**config.mk**
```make
export PLATFORM = sky130hd
export DESIGN_NAME = mac_stream_feeder_flat
export DESIGN_NICKNAME = d
export VERILOG_FILES = /design/src/rtl/mac_stream_feeder_if.sv /design/src/rtl/mac_stream_feeder.sv /design/src/flat_wrapper.sv
export SDC_FILE = /design/constraint.sdc
export NUM_CORES = 1
export LEC_CHECK = 0
export ABC_AREA = 1
export CORE_ASPECT_RATIO = 0.75
export CORE_MARGIN = 4
export CORE_UTILIZATION = 48
export CTS_BUF_LIST = sky130_fd_sc_hd__clkbuf_4 sky130_fd_sc_hd__clkbuf_8
export DETAILED_ROUTE_END_ITERATION = 10
export HOLD_SLACK_MARGIN = 0.15
export PLACE_DENSITY = 0.83
export SLEW_MARGIN = 10
export SYNTH_ARGS = -nofsm -noshare
export SYNTH_HDL_FRONTEND = slang
export SYNTH_SLANG_ARGS = --single-unit
```
**constraint.sdc**
```tcl
create_clock -name clk -period 1.7 [get_ports clk]
set_input_delay 0.34 -clock clk [delete_from_list [all_inputs] [get_ports clk]]
set_output_delay 0.34 -clock clk [all_outputs]
set_load 0.02 [all_outputs]
```
**src/rtl/mac_stream_feeder_if.sv**
```systemverilog
// Upstream operand stream into the MAC feeder: one beat carries a column of A
// and a row of B.
interface mac_stream_feeder_if #(
    parameter int WIDTH_A = 16,
    parameter int WIDTH_B = 16
);
    logic                   in_valid;
    logic                   in_ready;
    logic [2*WIDTH_A-1:0]   in_a;
    logic [2*WIDTH_B-1:0]   in_b;

    modport master (output in_valid, in_a, in_b, input in_ready);
    modport slave  (input in_valid, in_a, in_b, output in_ready);
endinterface

```
**src/rtl/mac_stream_feeder.sv**
```systemverilog
// Feeds one 2x2 systolic MAC tile: clears the accumulator, skews operands,
// flushes the array and waits for accumulator_done.
// Optional stall counter: define MAC_FEEDER_STALL_CNT_EN.
module mac_stream_feeder #(
    parameter int WIDTH_A         = 16,
    parameter int FRAC_WIDTH_A    = 8,
    parameter int WIDTH_B         = 16,
    parameter int FRAC_WIDTH_B    = 8,
    parameter int BLOCK_SIZE      = 2,
    parameter int INNER_DIMENSION = 64
) (
    input  logic                 clk,
    input  logic                 rst_n,
    input  logic                 start,
    mac_stream_feeder_if.slave   up,
    input  logic                 acc_done,
    output logic                 mac_en,
    output logic                 acc_rst_n,
    output logic [WIDTH_B-1:0]   in_north0,
    output logic [WIDTH_B-1:0]   in_north1,
    output logic [WIDTH_A-1:0]   in_west0,
    output logic [WIDTH_A-1:0]   in_west2,
    output logic                 busy,
    output logic                 tile_done,
    output logic [15:0]          stall_cycles
);
    localparam int CNT_W     = $clog2(INNER_DIMENSION);
    localparam int FLUSH_CYC = 2*BLOCK_SIZE - 1;
    localparam logic [CNT_W-1:0] LAST_BEAT  = CNT_W'(INNER_DIMENSION - 1);
    localparam logic [1:0]       LAST_FLUSH = 2'(FLUSH_CYC - 1);

    if (BLOCK_SIZE != 2 || INNER_DIMENSION < 2) begin : g_bad_geometry
        $error("mac_stream_feeder: BLOCK_SIZE must be 2 and INNER_DIMENSION >= 2");
    end
    if (FRAC_WIDTH_A > WIDTH_A || FRAC_WIDTH_B > WIDTH_B) begin : g_bad_frac
        $error("mac_stream_feeder: fraction width exceeds operand width");
    end

    typedef enum logic [2:0] {IDLE, CLR, FEED, FLUSH, WAIT_ACC} state_t;

    state_t               state;
    logic [CNT_W-1:0]     beat_cnt;
    logic [1:0]           flush_cnt;
    logic                 done_flag;
    logic [WIDTH_A-1:0]   skew_a;
    logic [WIDTH_B-1:0]   skew_b;

    assign up.in_ready = (state == FEED);
    assign busy        = (state != IDLE);
    // Combinational so a start arriving alongside tile_done still sees WAIT_ACC.
    assign tile_done   = (state == WAIT_ACC) && (acc_done || done_flag);

    always_ff @(posedge clk or negedge rst_n) begin
        if (!rst_n) begin
            state     <= IDLE;
            beat_cnt  <= '0;
            flush_cnt <= '0;
            done_flag <= 1'b0;
            skew_a    <= '0;
            skew_b    <= '0;
            mac_en    <= 1'b0;
            acc_rst_n <= 1'b1;
            in_north0 <= '0;
            in_north1 <= '0;
            in_west0  <= '0;
            in_west2  <= '0;
        end else begin
            mac_en    <= 1'b0;
            acc_rst_n <= 1'b1;
            case (state)
                IDLE: begin
                    if (start) begin
                        state     <= CLR;
                        acc_rst_n <= 1'b0;
                    end
                end
                CLR: begin
                    state     <= FEED;
                    beat_cnt  <= '0;
                    flush_cnt <= '0;
                    done_flag <= 1'b0;
                    skew_a    <= '0;
                    skew_b    <= '0;
                end
                FEED: begin
                    // Stalled cycles leave every operand lane untouched so the array freezes.
                    if (up.in_valid) begin
                        mac_en    <= 1'b1;
                        in_north0 <= up.in_b[WIDTH_B-1:0];
                        in_west0  <= up.in_a[WIDTH_A-1:0];
                        in_north1 <= skew_b;
                        in_west2  <= skew_a;
                        skew_b    <= up.in_b[2*WIDTH_B-1:WIDTH_B];
                        skew_a    <= up.in_a[2*WIDTH_A-1:WIDTH_A];
                        if (beat_cnt == LAST_BEAT) begin
                            beat_cnt <= '0;
                            state    <= FLUSH;
                        end else begin
                            beat_cnt <= beat_cnt + 1'b1;
                        end
                    end
                end
                FLUSH: begin
                    mac_en    <= 1'b1;
                    in_north0 <= '0;
                    in_west0  <= '0;
                    in_north1 <= skew_b;
                    in_west2  <= skew_a;
                    skew_b    <= '0;
                    skew_a    <= '0;
                    if (acc_done) done_flag <= 1'b1;
                    if (flush_cnt == LAST_FLUSH) begin
                        flush_cnt <= '0;
                        state     <= WAIT_ACC;
                    end else begin
                        flush_cnt <= flush_cnt + 1'b1;
                    end
                end
                WAIT_ACC: begin
                    if (acc_done || done_flag) begin
                        state     <= IDLE;
                        done_flag <= 1'b0;
                    end
                end
                default: state <= IDLE;
            endcase
        end
    end

`ifdef MAC_FEEDER_STALL_CNT_EN
    logic [15:0] stall_q;

    always_ff @(posedge clk or negedge rst_n) begin
        if (!rst_n)
            stall_q <= '0;
        else if (state == CLR)
            stall_q <= '0;
        else if (state == FEED && !up.in_valid && stall_q != 16'hFFFF)
            stall_q <= stall_q + 16'd1;
    end

    assign stall_cycles = stall_q;
`else
    assign stall_cycles = '0;
`endif

endmodule

```
**src/flat_wrapper.sv**
```systemverilog
// flat-port wrapper written by rule: the top's interface ports become plain ports
module mac_stream_feeder_flat 
#(
    parameter int WIDTH_A         = 16,
    parameter int FRAC_WIDTH_A    = 8,
    parameter int WIDTH_B         = 16,
    parameter int FRAC_WIDTH_B    = 8,
    parameter int BLOCK_SIZE      = 2,
    parameter int INNER_DIMENSION = 64
)
  (clk, rst_n, start, acc_done, mac_en, acc_rst_n, in_north0, in_north1, in_west0, in_west2, busy, tile_done, stall_cycles, up_in_valid, up_in_a, up_in_b, up_in_ready);
  mac_stream_feeder_if #(.WIDTH_A(WIDTH_A), .WIDTH_B(WIDTH_B)) up_i ();
  input  logic clk;
  input  logic rst_n;
  input  logic start;
  input  logic acc_done;
  output logic mac_en;
  output logic acc_rst_n;
  output logic [WIDTH_B-1:0] in_north0;
  output logic [WIDTH_B-1:0] in_north1;
  output logic [WIDTH_A-1:0] in_west0;
  output logic [WIDTH_A-1:0] in_west2;
  output logic busy;
  output logic tile_done;
  output logic [15:0] stall_cycles;
  input wire logic [$bits(up_i.in_valid)-1:0] up_in_valid;
  input wire logic [$bits(up_i.in_a)-1:0] up_in_a;
  input wire logic [$bits(up_i.in_b)-1:0] up_in_b;
  output wire logic [$bits(up_i.in_ready)-1:0] up_in_ready;
  assign up_i.in_valid = up_in_valid;
  assign up_i.in_a = up_in_a;
  assign up_i.in_b = up_in_b;
  assign up_in_ready = up_i.in_ready;
  mac_stream_feeder #(.WIDTH_A(WIDTH_A), .FRAC_WIDTH_A(FRAC_WIDTH_A), .WIDTH_B(WIDTH_B), .FRAC_WIDTH_B(FRAC_WIDTH_B), .BLOCK_SIZE(BLOCK_SIZE), .INNER_DIMENSION(INNER_DIMENSION)) u_core (.clk(clk), .rst_n(rst_n), .start(start), .up(up_i), .acc_done(acc_done), .mac_en(mac_en), .acc_rst_n(acc_rst_n), .in_north0(in_north0), .in_north1(in_north1), .in_west0(in_west0), .in_west2(in_west2), .busy(busy), .tile_done(tile_done), .stall_cycles(stall_cycles));
endmodule
```
After elaboration in Yosys (flattened, before gate mapping)
Cells that the tools add are included.

Add/subtract/negate cells: 2. Reductions and logical operators: 15. Muxes and demuxes: 30. Equal/unequal tests: 12.

Operator list (number): $pmux W16 S2 (6); $mux W16 (6); $mux W3 (5); $pmux W3 S5 (1); $mux W6 (2); $pmux W6 S2 (1); $ne A2 B2 Y1 const B (4); $reduce_bool A2 Y1 (4); $add A6 B1 Y6 const B (1); $eq A3 B2 Y1 const B (2); $eq A6 B6 Y1 const B (1); $reduce_and A2 Y1 (3); $reduce_bool A3 Y1 (2); $mux W1 (5); $reduce_and A5 Y1 (1); $ne A2 B1 Y1 const B (2); $pmux W2 S2 (1); $eq A3 B1 Y1 const B (1); $eq A3 B3 Y1 const B (1); $logic_not A3 Y1 (1); $pmux W1 S3 (1); $reduce_and A3 Y1 (1); $add A2 B1 Y2 const B (1); $eq A2 B2 Y1 const B (1); other kinds (5) (5).

Logic and storage cells: 71. Bits of input ports: 69. Output and inout bits: 85. Register bits: 110.

Longest topological paths before layout
Gate-level depths: netlist of run 1.

Word-level depth: 4. Gate-level depth with buffers: 8. Mapped depth without buffers: 8.

Least setup slack after synthesis of run 1
Ideal clock, no wire load.

Kind: register to output. From: register u_core.state[2]. To: output port up_in_ready. Cell stages (with the launch flop): 5. Data required time: 1.360 ns. Path slack: 0.375 ns. Buffers on the path: 1. Data arrival time: 0.985 ns. Cell sequence: dfrtp_1 > nor2_4 > nand2_1 > inv_2 > buf_2.

Cells in the longest elaborated chain, start to end: 1.

Ends and longest elaborated chain: start, declared (RTL line mac_stream_feeder.sv:41) `state_t state;`; start signal, assigned (RTL line mac_stream_feeder.sv:55) `state <= IDLE;`; start signal, assigned (RTL line mac_stream_feeder.sv:73) `state <= CLR;`; start signal, assigned (RTL line mac_stream_feeder.sv:78) `state <= FEED;`; $eq A3 B2 Y1 (RTL line mac_stream_feeder.sv:48) `assign up.in_ready = (state == FEED);`; end, declared (RTL line flat_wrapper.sv:29) `output wire logic [$bits(up_i.in_ready)-1:0] up_in_ready;`.

Every way passes these cells.

Worst setup path after layout of run 1
From: register u_core.in_west0[13]. To: output port in_west0[13].

RTL lines: start, declared (RTL line mac_stream_feeder.sv:21) `output logic [WIDTH_A-1:0] in_west0,`; start signal, assigned (RTL line mac_stream_feeder.sv:90) `in_west0 <= up.in_a[WIDTH_A-1:0];`; end, declared (RTL line flat_wrapper.sv:21) `output logic [WIDTH_A-1:0] in_west0;`.

No word-level cell between the ends.

==> results.py, run 1 <==
metrics = {
    "floorplanning": {
        "dieArea_um2": 11400,
        "dieWidth_um": 122,
        "initial_core_util": 0.506,
        "ioPinCount": 154,
        "core_area_um2": 9270,
        "rows": 30,
        "dieHeight_um": 93.6,
    },
    "critical_path": {
        "required_ps": 1360,
        "slowest_stage": "clkdlybuf4s50_1",
        "cp.arrival_ps": 1340,
        "crit_cells": 1,
        "cpPeakStageDelay_ps": 620,
        "criticalPathCategory": "reg -> out",
        "r2r_cells": 8,
        "critical_path.cell_chain": "clkdlybuf4s50_1",
        "path_buf_inv": 1,
        "end_kind": "output port",
        "crit_path_max_fanout": 2,
        "cp_top_family": "buffers and inverters",
        "cp-start-kind": "flip-flop",
    },
    "sta": {
        "setup-violations-final": 0,
        "min_period_ps": 1680,
        "drv_slew": 0,
        "hold_violations": 0,
        "finalCritPeriodShare": 0.986,
        "fin_skew_ps": 11.3,
        "max_freq_mhz": 597,
    },
    "clock_tree": {
        "cts_buffers": 9,
        "clk_pin_slew_worst_paths_ps": 90,
        "htreeDepth": 3,
        "cts-root-buf": "clkbuf_8",
        "clock-sinks": 110,
        "cts_tree": "yes",
        "clock_latency_ps": 360,
        "cts-root-to-sink-buffers": 2,
    },
    "finish": {
        "diodes": 0,
        "area_growth_pct": 39.5,
        "postLayoutCoreUtil": 0.705,
        "design_area_um2": 6540,
        "nNetsFinal": 733,
        "final_layout_size_suffix_gt1_frac": 0.0868,
    },
    "job": {
        "cap_violations": 0,
    },
    "synth": {
        "yosys.area.top_type": "dfrtp_1",
        "synth_top_area_share": 0.582,
        "postSynth.asyncResetShare": 1.00,
        "ys_warn_count": 0,
        "synth.top_cells.by_count": "nand3_1, dfrtp_1, nand2_1",
        "ys_seq_area_frac": 0.588,
        "synth-seq-cells": 110,
        "ys_types": 24,
        "synth_area_leaders": "dfrtp_1, nand3_1, nand2_1",
        "synth_edf_count": 0,
        "syn_area_um2": 4690,
        "syn_area_per_cell_um2": 8.96,
        "synthCells": 523,
        "synth.most_common_cell": "nand3_1",
        "synth_ff_type": "dfrtp_1",
    },
    "hold_path": {
        "hold_path_class": "in -> reg",
        "holdPathStages": 4,
    },
    "routing": {
        "wl_per_cell_um": 15.9,
        "first_pass_iters": 7,
        "drt_iter0_drc": 220,
        "drc_errors": 0,
        "vias": 4143,
        "wl_um": 12700,
        "viasPerCell": 5.20,
        "ant_nets": 0,
    },
    "place": {
        "hpwl_um": 8850,
        "numPortBuffers": 137,
        "place_congestion": 0.853,
        "placed_area_um2": 6210,
    },
    "outcome": {
        "status": "finished clean",
    },
    "global_route": {
        "grt_usage": 0.225,
        "antenna_found_initial": 0,
        "grt_pass1_vias": 4212,
        "grt-ovfl-total": 0,
        "grt_max_degree": 66,
        "grt_pass1_wl_um": 20500,
    },
    "power_and_ir_drop": {
        "p_per_area_nw_per_um2": 1860,
        "p_leak_uw": 0.00371,
        "ir_worst_vdd_mv": 0.945,
    },
}
-- cells in the final DEF (no fill, tap or decap), types with 10 or more instances in the layout --
master,Yosys,layout
inv_1,37,36
nand2_1,101,100
nand3_1,144,143
a21oi_1,18,18
dlygate4sd2_1,0,29
buf_4,23,21
dlymetal6s2s_1,0,34
conb_1,1,16
clkdlybuf4s50_1,0,69
nor2_1,27,27
dfrtp_1,109,108
o21ai_0,21,21
clkbuf_8,0,10
-- path summary, 6_finish.rpt --
check | start | slack, ps | endpoint
worst max-delay path | u_core.in_west0[13] | 20 | in_west0[13]
worst min-delay path | up_in_valid | 430 | u_core.skew_a[1]
worst max register to register | u_core.state[2] | 190 | u_core.beat_cnt[5]
worst min register to register | u_core.skew_a[2] | 480 | u_core.in_west2[2]
max in group asynchronous | rst_n | 680 | u_core.in_west2[13]
min in group asynchronous | rst_n | 460 | u_core.in_north1[2]
-- timing repair --
item	CTS	global route
gates cloned	0	0
endpoints found under the setup margin	32	53
gates resized for setup	41	41
buffers inserted	1	0
endpoints found under the hold margin	27	0
pin swaps	0	1
hold buffers	1	0
-- cell families after synthesis --
kind of cell	after synthesis	synth area share
flops	110	0.588
simple gates	281	0.270
other cells	1	0.000800
compound gates	41	0.0440
fa+ha+maj	1	0.00267
buf+inv	89	0.0950
-- flip-flops by register name (all words and copies together), names as in the netlist --
| signal | cells |
|---|---|
| u_core.in_north0 | 16 |
| u_core.in_north1 | 16 |
| u_core.in_west0 | 16 |
| u_core.in_west2 | 16 |
| u_core.skew_a | 16 |
| u_core.skew_b | 16 |
| u_core.beat_cnt | 6 |
| u_core.state | 3 |
| u_core.flush_cnt | 2 |
| u_core.acc_rst_n | 1 |
| u_core.done_flag | 1 |
| u_core.mac_en | 1 |
-- power breakdown --
part           switching (uW)  internal [uW]
clock network             858           1040
registers                 571           3720
logic                    3720           2230
-- metal layers --
| metal | global-route usage | vias up | part of all wire |
|---|---|---|---|
| met5 | 0 | - | 0 |
| met2 | 0.369 | 151 | 0.50 |
| met1 | 0.309 | 2024 | 0.44 |
| met3 | 0.0429 | 14 | 0.052 |
| met4 | 0.0596 | 0 | 0.0088 |
| li1 | - | 1954 | - |
-- cell type report --
class / count / area, um2
flip-flops and latches: 110 / 2760
fillers: 725 / 2730
repair buffers: 163 / 1660
multi-input cells: 339 / 1560
well taps: 128 / 160
inverters: 40 / 150
clock buffers: 11 / 145
clock inverters: 5 / 106
-- metrics by stage --
stage / TNS, ps / hold slack [ps] / power (uW) / cells / setup WS [ps]
after floorplan: 0 / 44.4 / 7940 / 538 / 375
after detailed placement: -233 / 309 / 10500 / 778 / -233
after CTS: 0 / 444 / 12200 / 796 / 1.44
after global routing: -14.9 / 457 / 13000 / 796 / -14.9
after global placement: -260 / 304 / 10200 / 778 / -260
final: 0 / 430 / 12100 / 796 / 24.5
Note: power is estimated with default switching activity, not from simulation.
==> inputs of run 2 (changes only) <==
- TNS_END_PERCENT: default -> 30
==> run 2 against run 1 <==
Against the previous run:
- non-clock buffer count did not move
- register-to-register slack barely moved
- fmax barely moved
- clock skew barely moved
- die area did not move
- wire length barely moved
- sequential share of layout area barely moved
- cell count did not move
- highest routed layer unchanged
==> results.py, run 2 (synthesis results as in run 1) <==
metrics = {
    "finish": {
        "nNetsFinal": 733,
        "diodes": 0,
        "area_growth_pct": 39.4,
        "layout_commonest_cell": "nand3_1",
        "fillers": 726,
        "seqCellArea_um2": 2760,
        "final_cell_mix": "nand3_1, dfrtp_1, nand2_1, clkdlybuf4s50_1, inv_1",
        "final_layout_size_suffix_gt1_frac": 0.0838,
        "multi_input_area_um2": 1550,
    },
    "critical_path": {
        "required_ps": 1360,
        "reg2reg_to": "u_core.skew_b[13]",
        "r2r_slack_ps": 190,
        "path_buf_inv": 1,
        "r2r_cells": 7,
        "crit_path_max_fanout": 2,
        "cp.arrival_ps": 1340,
        "criticalPathCategory": "reg -> out",
        "critical_path.cell_chain": "clkdlybuf4s50_1",
        "slowest_stage": "clkdlybuf4s50_1",
        "end_kind": "output port",
        "cp_top_family": "buffers and inverters",
        "cp-start-kind": "flip-flop",
        "timing.rr.start": "u_core.state[0]",
        "cpPeakStageDelay_ps": 620,
    },
    "global_route": {
        "grt_max_degree": 66,
        "antenna_found_initial": 0,
        "grt-ovfl-total": 0,
        "grt_usage": 0.225,
        "grt_pass1_wl_um": 20500,
        "grt_pass1_vias": 4212,
    },
    "sta": {
        "worst_slack_ps": 24.5,
        "setup-violations-final": 0,
        "rsz0062_at_grt": "yes",
        "holdWs_ps": 430,
        "fin_skew_ps": 11.3,
        "hold_violations": 0,
        "drv_slew": 0,
        "max_freq_mhz": 597,
        "finalCritPeriodShare": 0.986,
        "min_period_ps": 1680,
    },
    "place": {
        "numPortBuffers": 137,
        "place_congestion": 0.853,
        "hpwl_um": 8850,
        "preCtsSetupSlack_ps": -233,
    },
    "floorplanning": {
        "initial_core_util": 0.506,
        "rows": 30,
        "core_area_um2": 9270,
        "ioPinCount": 154,
        "dieWidth_um": 122,
        "dieHeight_um": 93.6,
        "dieArea_um2": 11400,
    },
    "hold_path": {
        "hold_path_class": "in -> reg",
        "min_from": "up_in_valid",
        "holdPathEnd": "u_core.skew_a[1]",
        "holdPathStages": 4,
    },
    "clock_tree": {
        "clock_latency_ps": 360,
        "cts-root-to-sink-buffers": 2,
        "cts_tree": "yes",
        "htreeDepth": 3,
        "clk_pin_slew_worst_paths_ps": 90,
        "cts_buffers": 9,
        "cts-root-buf": "clkbuf_8",
        "clock-sinks": 110,
    },
    "job": {
        "cap_violations": 0,
    },
    "routing": {
        "first_pass_iters": 7,
        "wl_per_cell_um": 15.9,
        "vias": 4149,
        "drc_errors": 0,
        "wl_um": 12700,
        "viasPerCell": 5.21,
        "drt_iter0_drc": 224,
        "ant_nets": 0,
    },
    "power_and_ir_drop": {
        "p_leak_uw": 0.00371,
        "ir_worst_vdd_mv": 0.942,
        "p_per_area_nw_per_um2": 1860,
    },
    "outcome": {
        "status": "finished clean",
    },
}
[run 2: layer usage]
layer	track usage	share of wire	up-vias
met5	0	0	-
met4	0.0596	0.0089	0
met3	0.0429	0.053	14
met2	0.369	0.50	158
met1	0.309	0.43	2024
li1	-	-	1953
[run 2: worst max-delay path by stage]
stage | start | to | slack (ps) | cells past startpoint
CTS | u_core.state[0] | tile_done | -10 | 4
global placement | acc_done | tile_done | -260 | 4
finish | u_core.in_west0[13] | in_west0[13] | 20 | 1
detailed placement | acc_done | tile_done | -230 | 4
global route | u_core.in_west0[13] | in_west0[13] | -10 | 1
floorplan | u_core.state[2] | up_in_ready | 380 | 4
[run 2: through the flow]
stage / cells / cell area (um2) / TNS [ps] / total power, uW / util
finish: 796 / 6540 / 0 / 12100 / 0.705
global route: 796 / 6540 / -21.6 / 13000 / 0.705
CTS: 796 / 6450 / -13.1 / 12200 / 0.695
detailed placement: 778 / 6210 / -233 / 10500 / 0.670
global placement: 778 / 6210 / -260 / 10200 / 0.670
floorplan: 538 / 4740 / 0 / 7940 / -
[run 2: power by group]
| part | internal, uW | leakage (uW) | switching [uW] |
|---|---|---|---|
| clock | 1040 | 0.000123 | 857 |
| sequential | 3720 | 0.00142 | 566 |
| combinational | 2230 | 0.00217 | 3710 |
| total | 6990 | 0.00371 | 5140 |
[run 2: cell type report]
cell class              count  share of cell area
clock buffers              11              0.0222
multi-input cells         339               0.238
well taps                 128              0.0245
clock inverters             5              0.0163
repair buffers            163               0.255
inverters                  40              0.0230
flip-flops and latches    110               0.422
[run 2: repair_timing]
item / CTS / global route
hold endpoints to repair: 27 / 0
buffers inserted: 1 / 0
gates resized for setup: 40 / 40
endpoints found under the setup margin: 32 / 53
pin swaps: 0 / 0
hold buffers: 1 / 0
==> inputs of run 3 (changes only) <==
- CORE_UTILIZATION: 48 -> 35
- PLACE_DENSITY: 0.83 -> default
==> run 3 against run 2 <==
Against the previous run:
- fmax up 2.4%
- largest power group unchanged
- setup slack improved by 39 ps
- critical path type unchanged
- register-to-register slack got worse by 40 ps
- final area shrank 1.7%
- total power shrank 2.5%
- clock-buffer cell count fell by 1
- first-iteration DRC count decreased by 8.0%
==> results.py, run 3 (synthesis results as in run 1) <==
metrics = {
    "critical_path": {
        "criticalPathCategory": "reg -> out",
        "end_kind": "output port",
        "required_ps": 1360,
        "cp-start-kind": "flip-flop",
        "critical_path.cell_chain": "nor2_4 > buf_6 > nand2_1 > buf_2",
        "crit_path_max_fanout": 6,
        "cp.arrival_ps": 1300,
        "slowest_stage": "dfrtp_2",
        "cpPeakStageDelay_ps": 450,
    },
    "sta": {
        "min_period_ps": 1640,
        "hold_violations": 0,
        "fin_skew_ps": 10.4,
        "setup-violations-final": 0,
        "max_freq_mhz": 611,
        "finalCritPeriodShare": 0.963,
        "rsz0062_at_grt": "yes",
        "drv_slew": 0,
        "worst_slack_ps": 63.2,
    },
    "finish": {
        "layout_commonest_cell": "nand3_1",
        "area_growth_pct": 37.1,
        "final_cell_mix": "nand3_1, dfrtp_1, nand2_1, clkdlybuf4s50_1, dlygate4sd2_1",
        "diodes": 0,
        "design_area_um2": 6420,
        "fillers": 1288,
        "nNetsFinal": 729,
        "final_layout_size_suffix_gt1_frac": 0.0768,
    },
    "routing": {
        "drt_iter0_drc": 206,
        "vias": 4001,
        "wl_per_cell_um": 15.2,
        "wl_um": 12700,
        "ant_nets": 0,
        "drc_errors": 0,
        "first_pass_iters": 4,
        "viasPerCell": 4.79,
    },
    "hold_path": {
        "hold_path_class": "in -> async",
    },
    "power_and_ir_drop": {
        "p_total_uw": 11800,
        "p_leak_uw": 0.00335,
        "ir_worst_vdd_mv": 1.10,
        "p_per_area_nw_per_um2": 1840,
    },
    "clock_tree": {
        "clock_latency_ps": 380,
        "cts-root-buf": "clkbuf_8",
        "cts-root-to-sink-buffers": 2,
        "clock-sinks": 110,
        "clk_pin_slew_worst_paths_ps": 110,
        "cts_tree": "yes",
        "htreeDepth": 3,
        "cts_buffers": 9,
    },
    "outcome": {
        "status": "finished clean",
    },
    "global_route": {
        "grt_max_degree": 56,
        "antenna_found_initial": 0,
        "grt_pass1_vias": 4027,
        "grt_pass1_wl_um": 20800,
        "grt_usage": 0.168,
        "grt-ovfl-total": 0,
    },
    "floorplanning": {
        "core_area_um2": 13100,
        "dieWidth_um": 142,
        "dieArea_um2": 15300,
        "initial_core_util": 0.359,
        "dieHeight_um": 108,
        "ioPinCount": 154,
        "rows": 36,
    },
    "place": {
        "preCtsSetupSlack_ps": -193,
        "hpwl_um": 8880,
        "numPortBuffers": 137,
        "place_congestion": 0.792,
        "placed_area_um2": 6250,
    },
    "job": {
        "cap_violations": 0,
    },
}
==> run 3: final timing paths <==
kind                                  start             endpoint  slack [ps]  cells past startpoint
max in group asynchronous             rst_n     u_core.acc_rst_n         800                      3
max reg2reg                 u_core.state[0]  u_core.in_north1[8]         150                      7
min in group clk                up_in_valid     u_core.skew_a[1]         440                      4
max                         u_core.state[0]                 busy          60                      4
min reg2reg                u_core.skew_a[9]   u_core.in_west2[9]         480                      2
min                                   rst_n     u_core.skew_b[2]         310                      2
==> run 3: layout make-up <==
class	count	area, um2	share of cell area
Clock buffer	10	138	0.0214
Timing Repair Buffer	159	1520	0.236
Tap cell	171	214	0.0333
Sequential cell	110	2760	0.429
Multi-Input combinational cell	339	1560	0.242
Clock inverter	6	93.8	0.0146
Inverter	40	150	0.0234
==> run 3: per-layer routing <==
metal  wire length, um  GRT usage  share of wire  vias up
met3               626     0.0460          0.049        8
met2              5910      0.263           0.47      100
li1                  -          -              -     1950
met5                 0          0              0        -
met4                94     0.0260         0.0074        0
met1              6060      0.239           0.48     1943
==> run 3: report_power, final <==
group	total, uW	leakage (uW)	switching [uW]	internal [uW]
clock network	1780	0.000107	901	880
registers	4290	0.00142	567	3720
logic	5750	0.00183	3680	2070
==> run 3: repair_timing <==
item                                   4_1_cts  5_1_grt
buffers inserted                             0        0
hold buffers                                 1        0
setup endpoints to repair                   68       39
endpoints found under the hold margin      109        0
gates resized for setup                     76        9
==> run 3: critical path: cells and delay by family, from the launching register on <==
| kind | cells | cell delay [ps] |
|---|---|---|
| DFF | 1 | 450 |
| buffers and inverters | 2 | 290 |
| and+or+nand+nor | 2 | 190 |
==> run 3: per-stage QoR <==
step | cells | TNS, ps | hold slack [ps] | util
4_1_cts | 835 | -34.1 | 291 | 0.490
6_report | 835 | 0 | 314 | 0.492
3_3_place_gp | 818 | -198 | 176 | 0.478
3_5_place_dp | 818 | -195 | 177 | 0.478
2_1_floorplan | 538 | 0 | 44.4 | -
5_1_grt | 835 | -10.0 | 299 | 0.492
